### src/rtl/booth_pkg.sv
// Shared types and constants for the Booth radix-4 partial-product datapath.
package booth_pkg;

  localparam int unsigned NDIG = 4;  // radix-4 digits per 8-bit multiplier
  localparam int unsigned PPW  = 9;  // partial-product width (room for 2M)

  typedef enum logic [1:0] {
    IDLE,
    GEN,
    DONE
  } state_e;

  typedef enum logic [2:0] {
    ZERO,
    POS1,
    POS2,
    NEG1,
    NEG2
  } digit_e;

  // Map a multiplier triplet {q[2j+1], q[2j], q[2j-1]} to its Booth digit.
  function automatic digit_e recode(input logic [2:0] trip);
    digit_e d;
    unique case (trip)
      3'b000, 3'b111: d = ZERO;
      3'b001, 3'b010: d = POS1;
      3'b011:         d = POS2;
      3'b100:         d = NEG2;
      3'b101, 3'b110: d = NEG1;
      default:        d = ZERO;
    endcase
    return d;
  endfunction

endpackage

### src/rtl/booth_pp_gen_if.sv
// Request/partial-product bundle between the multiplier front end and booth_pp_gen.
interface booth_pp_gen_if;
  import booth_pkg::*;

  logic            start;
  logic [7:0]      mcand;
  logic [7:0]      mplier;
  logic [PPW-1:0]  pp_data;
  logic            pp_neg;
  logic [NDIG-1:0] pp_load;
  logic            busy;
  logic            done;

  // Requester side: issues operands, observes partial products.
  modport master (
    output start, mcand, mplier,
    input  pp_data, pp_neg, pp_load, busy, done
  );

  // Generator side.
  modport slave (
    input  start, mcand, mplier,
    output pp_data, pp_neg, pp_load, busy, done
  );

endinterface

### src/rtl/booth_digit_enc.sv
// Combinational Booth radix-4 digit encoder: triplet + multiplicand -> magnitude and sign.
module booth_digit_enc
  import booth_pkg::*;
(
  input  logic [2:0]     triplet,
  input  logic [7:0]     m,
  output logic [PPW-1:0] sel,
  output logic           neg
);

  digit_e digit;

  // Select |digit|*M and flag negative digits; zero digits never set neg.
  always_comb begin
    digit = recode(triplet);
    sel   = '0;
    neg   = 1'b0;
    unique case (digit)
      ZERO: sel = '0;
      POS1: sel = {m[7], m};
      POS2: sel = {m, 1'b0};
      NEG1: begin
        sel = {m[7], m};
        neg = 1'b1;
      end
      NEG2: begin
        sel = {m, 1'b0};
        neg = 1'b1;
      end
      default: sel = '0;
    endcase
  end

endmodule

### src/rtl/booth_pp_gen.sv
// Sequential Booth radix-4 partial-product generator: one digit per cycle, registered outputs.
module booth_pp_gen
  import booth_pkg::*;
(
  input  logic           clk,
  input  logic           clr,
  booth_pp_gen_if.slave  bus
);

  state_e          state_q;
  logic [1:0]      j_q;      // index of the digit currently on the outputs
  logic [7:0]      m_q;
  logic [7:0]      q_q;
  logic [PPW-1:0]  pp_data_q;
  logic            pp_neg_q;
  logic [NDIG-1:0] pp_load_q;
  logic            busy_q;
  logic            done_q;

  logic [7:0]      enc_m;
  logic [7:0]      enc_q;
  logic [1:0]      enc_j;
  logic [2:0]      enc_trip;
  logic [PPW-1:0]  enc_sel;
  logic            enc_neg;
  logic [PPW-1:0]  pp_word;

  // Encode the digit to be registered next. In IDLE the operands are still on the
  // bus, so digit 0 is formed straight from the inputs to appear the cycle after start.
  always_comb begin
    enc_m    = (state_q == IDLE) ? bus.mcand  : m_q;
    enc_q    = (state_q == IDLE) ? bus.mplier : q_q;
    enc_j    = (state_q == IDLE) ? 2'd0 : j_q + 2'd1;
    enc_trip = 3'({enc_q, 1'b0} >> {enc_j, 1'b0});
    pp_word  = enc_neg ? ~enc_sel : enc_sel;
  end

  booth_digit_enc u_enc (
    .triplet (enc_trip),
    .m       (enc_m),
    .sel     (enc_sel),
    .neg     (enc_neg)
  );

  // Control FSM, operand capture and output registers; outputs default to zero each cycle.
  always_ff @(posedge clk) begin
    if (clr) begin
      state_q   <= IDLE;
      j_q       <= 2'd0;
      m_q       <= '0;
      q_q       <= '0;
      pp_data_q <= '0;
      pp_neg_q  <= 1'b0;
      pp_load_q <= '0;
      busy_q    <= 1'b0;
      done_q    <= 1'b0;
    end else begin
      pp_data_q <= '0;
      pp_neg_q  <= 1'b0;
      pp_load_q <= '0;
      done_q    <= 1'b0;
      unique case (state_q)
        IDLE: begin
          if (bus.start) begin
            state_q   <= GEN;
            j_q       <= 2'd0;
            m_q       <= bus.mcand;
            q_q       <= bus.mplier;
            pp_data_q <= pp_word;
            pp_neg_q  <= enc_neg;
            pp_load_q <= 4'b0001;
            busy_q    <= 1'b1;
          end
        end
        GEN: begin
          if (j_q == 2'd3) begin
            state_q <= DONE;
            done_q  <= 1'b1;
          end else begin
            j_q       <= enc_j;
            pp_data_q <= pp_word;
            pp_neg_q  <= enc_neg;
            pp_load_q <= 4'b0001 << enc_j;
          end
        end
        DONE: begin
          state_q <= IDLE;
          j_q     <= 2'd0;
          busy_q  <= 1'b0;
        end
        default: state_q <= IDLE;
      endcase
    end
  end

  assign bus.pp_data = pp_data_q;
  assign bus.pp_neg  = pp_neg_q;
  assign bus.pp_load = pp_load_q;
  assign bus.busy    = busy_q;
  assign bus.done    = done_q;

endmodule

### src/flat_wrapper.sv
// flat-port wrapper written by rule: the top's interface ports become plain ports
module booth_pp_gen_flat import booth_pkg::*;
  (clk, clr, bus_start, bus_mcand, bus_mplier, bus_pp_data, bus_pp_neg, bus_pp_load, bus_busy, bus_done);
  booth_pp_gen_if bus_i ();
  input  logic clk;
  input  logic clr;
  input wire logic [$bits(bus_i.start)-1:0] bus_start;
  input wire logic [$bits(bus_i.mcand)-1:0] bus_mcand;
  input wire logic [$bits(bus_i.mplier)-1:0] bus_mplier;
  output wire logic [$bits(bus_i.pp_data)-1:0] bus_pp_data;
  output wire logic [$bits(bus_i.pp_neg)-1:0] bus_pp_neg;
  output wire logic [$bits(bus_i.pp_load)-1:0] bus_pp_load;
  output wire logic [$bits(bus_i.busy)-1:0] bus_busy;
  output wire logic [$bits(bus_i.done)-1:0] bus_done;
  assign bus_i.start = bus_start;
  assign bus_i.mcand = bus_mcand;
  assign bus_i.mplier = bus_mplier;
  assign bus_pp_data = bus_i.pp_data;
  assign bus_pp_neg = bus_i.pp_neg;
  assign bus_pp_load = bus_i.pp_load;
  assign bus_busy = bus_i.busy;
  assign bus_done = bus_i.done;
  booth_pp_gen u_core (.clk(clk), .clr(clr), .bus(bus_i));
endmodule
### config.mk
export PLATFORM = sky130hd
export DESIGN_NAME = booth_pp_gen_flat
export DESIGN_NICKNAME = d
export VERILOG_FILES = /design/src/rtl/booth_pkg.sv /design/src/rtl/booth_pp_gen_if.sv /design/src/rtl/booth_digit_enc.sv /design/src/rtl/booth_pp_gen.sv /design/src/flat_wrapper.sv
export SDC_FILE = /design/constraint.sdc
export NUM_CORES = 1
export LEC_CHECK = 0
export ABC_AREA = 0
export BUFFER_PORTS_ARGS = -buffer_cell sky130_fd_sc_hd__buf_2
export CORE_MARGIN = 2
export CORE_UTILIZATION = 40
export DETAILED_ROUTE_END_ITERATION = 16
export PLACE_DENSITY = 0.67
export SETUP_SLACK_MARGIN = 0.3
export SLEW_MARGIN = 20
export SYNTH_ARGS = -nofsm -noshare
export SYNTH_HDL_FRONTEND = slang
export SYNTH_SLANG_ARGS = --single-unit
export TNS_END_PERCENT = 1
### constraint.sdc
create_clock -name clk -period 3.3 [get_ports clk]
set_input_delay 0.99 -clock clk [delete_from_list [all_inputs] [get_ports clk]]
set_output_delay 0.99 -clock clk [all_outputs]
set_load 0.005 [all_outputs]
==> impl_results.md <==
- Outcome: finished, final reports clean
- CP endpoint kind: flip-flop
- Dpl hpwl: about 2800 um
- Seq/Total Area, Yosys: 37.6%
- Yosys top cell area share: 37.6%
- Most frequent cells in the layout: nand2_1 (45), dfxtp_1 (36), buf_2 (34), o21ai_0 (20), a21oi_1 (19)
- F_max: 0.355 GHz
- Min-delay worst type: flip-flop to flip-flop
- Commonest non-fill, non-tap cell in the layout: nand2_1
- H-tree depth: 2
- Hold Vio Cnt, Final: 0
- Routability Congestion: 0.830
- Mapped cell area: roughly 0.0019 sq mm
- CTS clk-pin slew, worst paths: roughly 60 ps
- Grt total ovfl: 0
- Io pins: 35
- Synthesized flop and latch total: 36
- DR vias/cell: 5.03
- Pin count of the biggest net entering global routing: 21
- Gr busiest metal: met2
- Row cnt: 25
- Period utilization: 85.3%
- M3 GR Usage: between 5 and 6%
- Synth Flop Type: dfxtp_1
- Total CTS buffers: 5
- Minimum clock period: about 2800 ps
- Starting Density: between 40% and 50%
- CTS root buffer: clkbuf_8
- Footprint of the multi-input gates: 0.00112 sq mm
- Data required time of the worst path: 3520 ps
- Crit Path Max Fanout: 9
- Final Skew: between 1.5 and 2 ps
- Reg2reg path depth: 11
- Total wire length: 3910 um
- Die H: between 70 and 80 um
- Synthesized netlist net count: 260
- Crit path DAT: between 3000 and 4000 ps
- Nets: between 200 and 300
- Core area: between 0.004 and 0.005 sq mm
- Worst setup SP type: flip-flop
- DIE WIDTH: 73.2 um
- Filler cells: just under 500
- CTS tree: built
- MaxCap Viol Count: 0
- Remaining DRCs: 0
- Ys async rst share: 0%
- Vias in the first global route: between 1000 and 1500
- Initial antenna violation count: 0
- Place WS: approximately 280 ps
- Fin worst setup slack: roughly 480 ps
- Pwr per Cell Area: about 470 mW/mm^2
- Fin Setup TNS: 0 ps
- Met1 Use GR: roughly 21%
- Full die area: 0.00536 sq mm
- Setup violators final: 0
- Static Leakage: approximately 0.94 nW
- CTS Buffer Depth: 2
- Relative slew slack: approximately 62%
- Synth area leader: dfxtp_1
- Most area-consuming cells after synthesis: dfxtp_1 (38%), nand2_1 (8.8%), o21ai_0 (5.5%), a21oi_1 (5.0%), xnor2_1 (3.7%)
- Sequential Area: approximately 720 sq um
- YS warnings: 0
- Worst-Margin Slew: between 500 and 600 ps
- Synth-to-layout area growth: 17.2%
- Slew Limit Fails: 0
- Post-route antenna net violation count: 0
- Kind of critical path: flip-flop to flip-flop
- Peak VDD IR: 0.168 mV
- Hold Path Depth: 2
- RSZ-0062 raised after global routing: no
- Avg Inst Size Synth: 8.06 sq um
- Drt initial violations: 87
- Met2 Resource Use GR: between 20% and 30%
- Layout cells sized above 1: roughly 22%
- Distinct cells, synth: 39
- First-pass GRT wire length: 6590 um
- N_diodes: 0
- Clock sinks: 36
- Post-Syn Instances: about 240
- # port buffers: 34
- Vias post-DR: about 1600
- Worst-Skew Late Latency: around 280 ps
- EDFF count, synth: 0
- Total Routing Usage GR: between 15 and 20%
- Hold_buf cts: 0
- Avg WL per Cell: between 10 and 15 um
- Pre-Repair DR Iteration Count: 4
cell families after synthesis:
group                      synth area share (%)
xor gates and xnor gates                   4.11
DFF                                        37.6
and+or+nand+nor                            23.9
AOI/OAI and AO/OA                          23.4
muxes                                      4.31
buffers and inverters                      4.83
adders and majority gates                  1.96
cells in the mapped netlist (2+ instances only):
cell / instances
buf_4: 2
a211oi_1: 2
nor2_1: 16
nand2_1: 45
ha_1: 3
nand2b_1: 4
o21ai_1: 5
a21oi_1: 19
dfxtp_1: 36
o21a_1: 8
nor2b_1: 9
and3_1: 3
mux2i_1: 6
xnor2_1: 8
o211ai_1: 7
o21ai_0: 21
inv_1: 4
buf_2: 2
nor3b_1: 8
nor3_1: 2
clkbuf_1: 10
metal layers:
metal / routed length [um] / part of all wire (%)
met1: 1860 / 48
met2: 1740 / 45
met3: 213 / 5.5
met4: 90 / 2.3
met5: 0 / 0
registers in the layout (all words and copies together), names as in the netlist:
signal / count
u_core.bus.busy: 1
u_core.bus.done: 1
u_core.bus.pp_data: 9
u_core.bus.pp_load: 4
u_core.bus.pp_neg: 1
u_core.j_q: 2
u_core.m_q: 8
u_core.q_q: 8
u_core.state_q: 2
area by class of cell:
class | count | share of cell area, %
well taps | 54 | 3.01
inverters | 4 | 0.668
multi-input cells | 182 | 50.1
repair buffers | 41 | 9.91
clock buffers | 7 | 4.29
flip-flops and latches | 36 | 32.1
what timing repair did:
item | 4_1_cts | 5_1_grt
gates resized for setup | 1 | 4
setup buffers | 0 | 0
hold endpoints to repair | 0 | 0
gates cloned | 0 | 0
setup endpoints to repair | 4 | 7
pin swaps | 0 | 0
path summary, 6_finish.rpt:
kind | startpoint | to | slack [ps]
setup / recovery | u_core.j_q[1] | u_core.bus.pp_data[7] | 480
hold / removal | u_core.q_q[1] | u_core.q_q[1] | 460
setup reg to reg | u_core.j_q[1] | u_core.bus.pp_data[7] | 480
hold reg to reg | u_core.q_q[1] | u_core.q_q[1] | 460
critical path, cell delays in order, from the launching register on:
cell	delay, ps
dfxtp_1	350
ha_4	340
mux4_2	500
nand2_1	70
nand2_1	70
inv_1	60
ha_1	240
nand2b_1	190
a211oi_2	290
a31oi_4	110
or3_1	420
a21oi_2	110
stage by stage:
| step | cell area [sq um] | utilization (%) | total power, mW | hold WS (ps) | instances |
|---|---|---|---|---|---|
| final | 2250 | 48.2 | 1.06 | 455 | 324 |
| after floorplan | 1920 | - | 0.679 | 433 | 238 |
| after global placement | 2130 | 45.7 | 0.737 | 441 | 317 |
| after global routing | 2250 | 48.2 | 1.13 | 475 | 324 |
| after CTS | 2230 | 47.8 | 1.07 | 456 | 324 |
| after detailed placement | 2130 | 45.7 | 0.739 | 447 | 317 |
where the power goes:
part           total, mW  internal (mW)  switching (mW)
Combinational      0.253          0.116           0.138
Clock              0.328          0.186           0.142
Sequential         0.481          0.466          0.0152
Note: power is estimated with default switching activity, not from simulation.
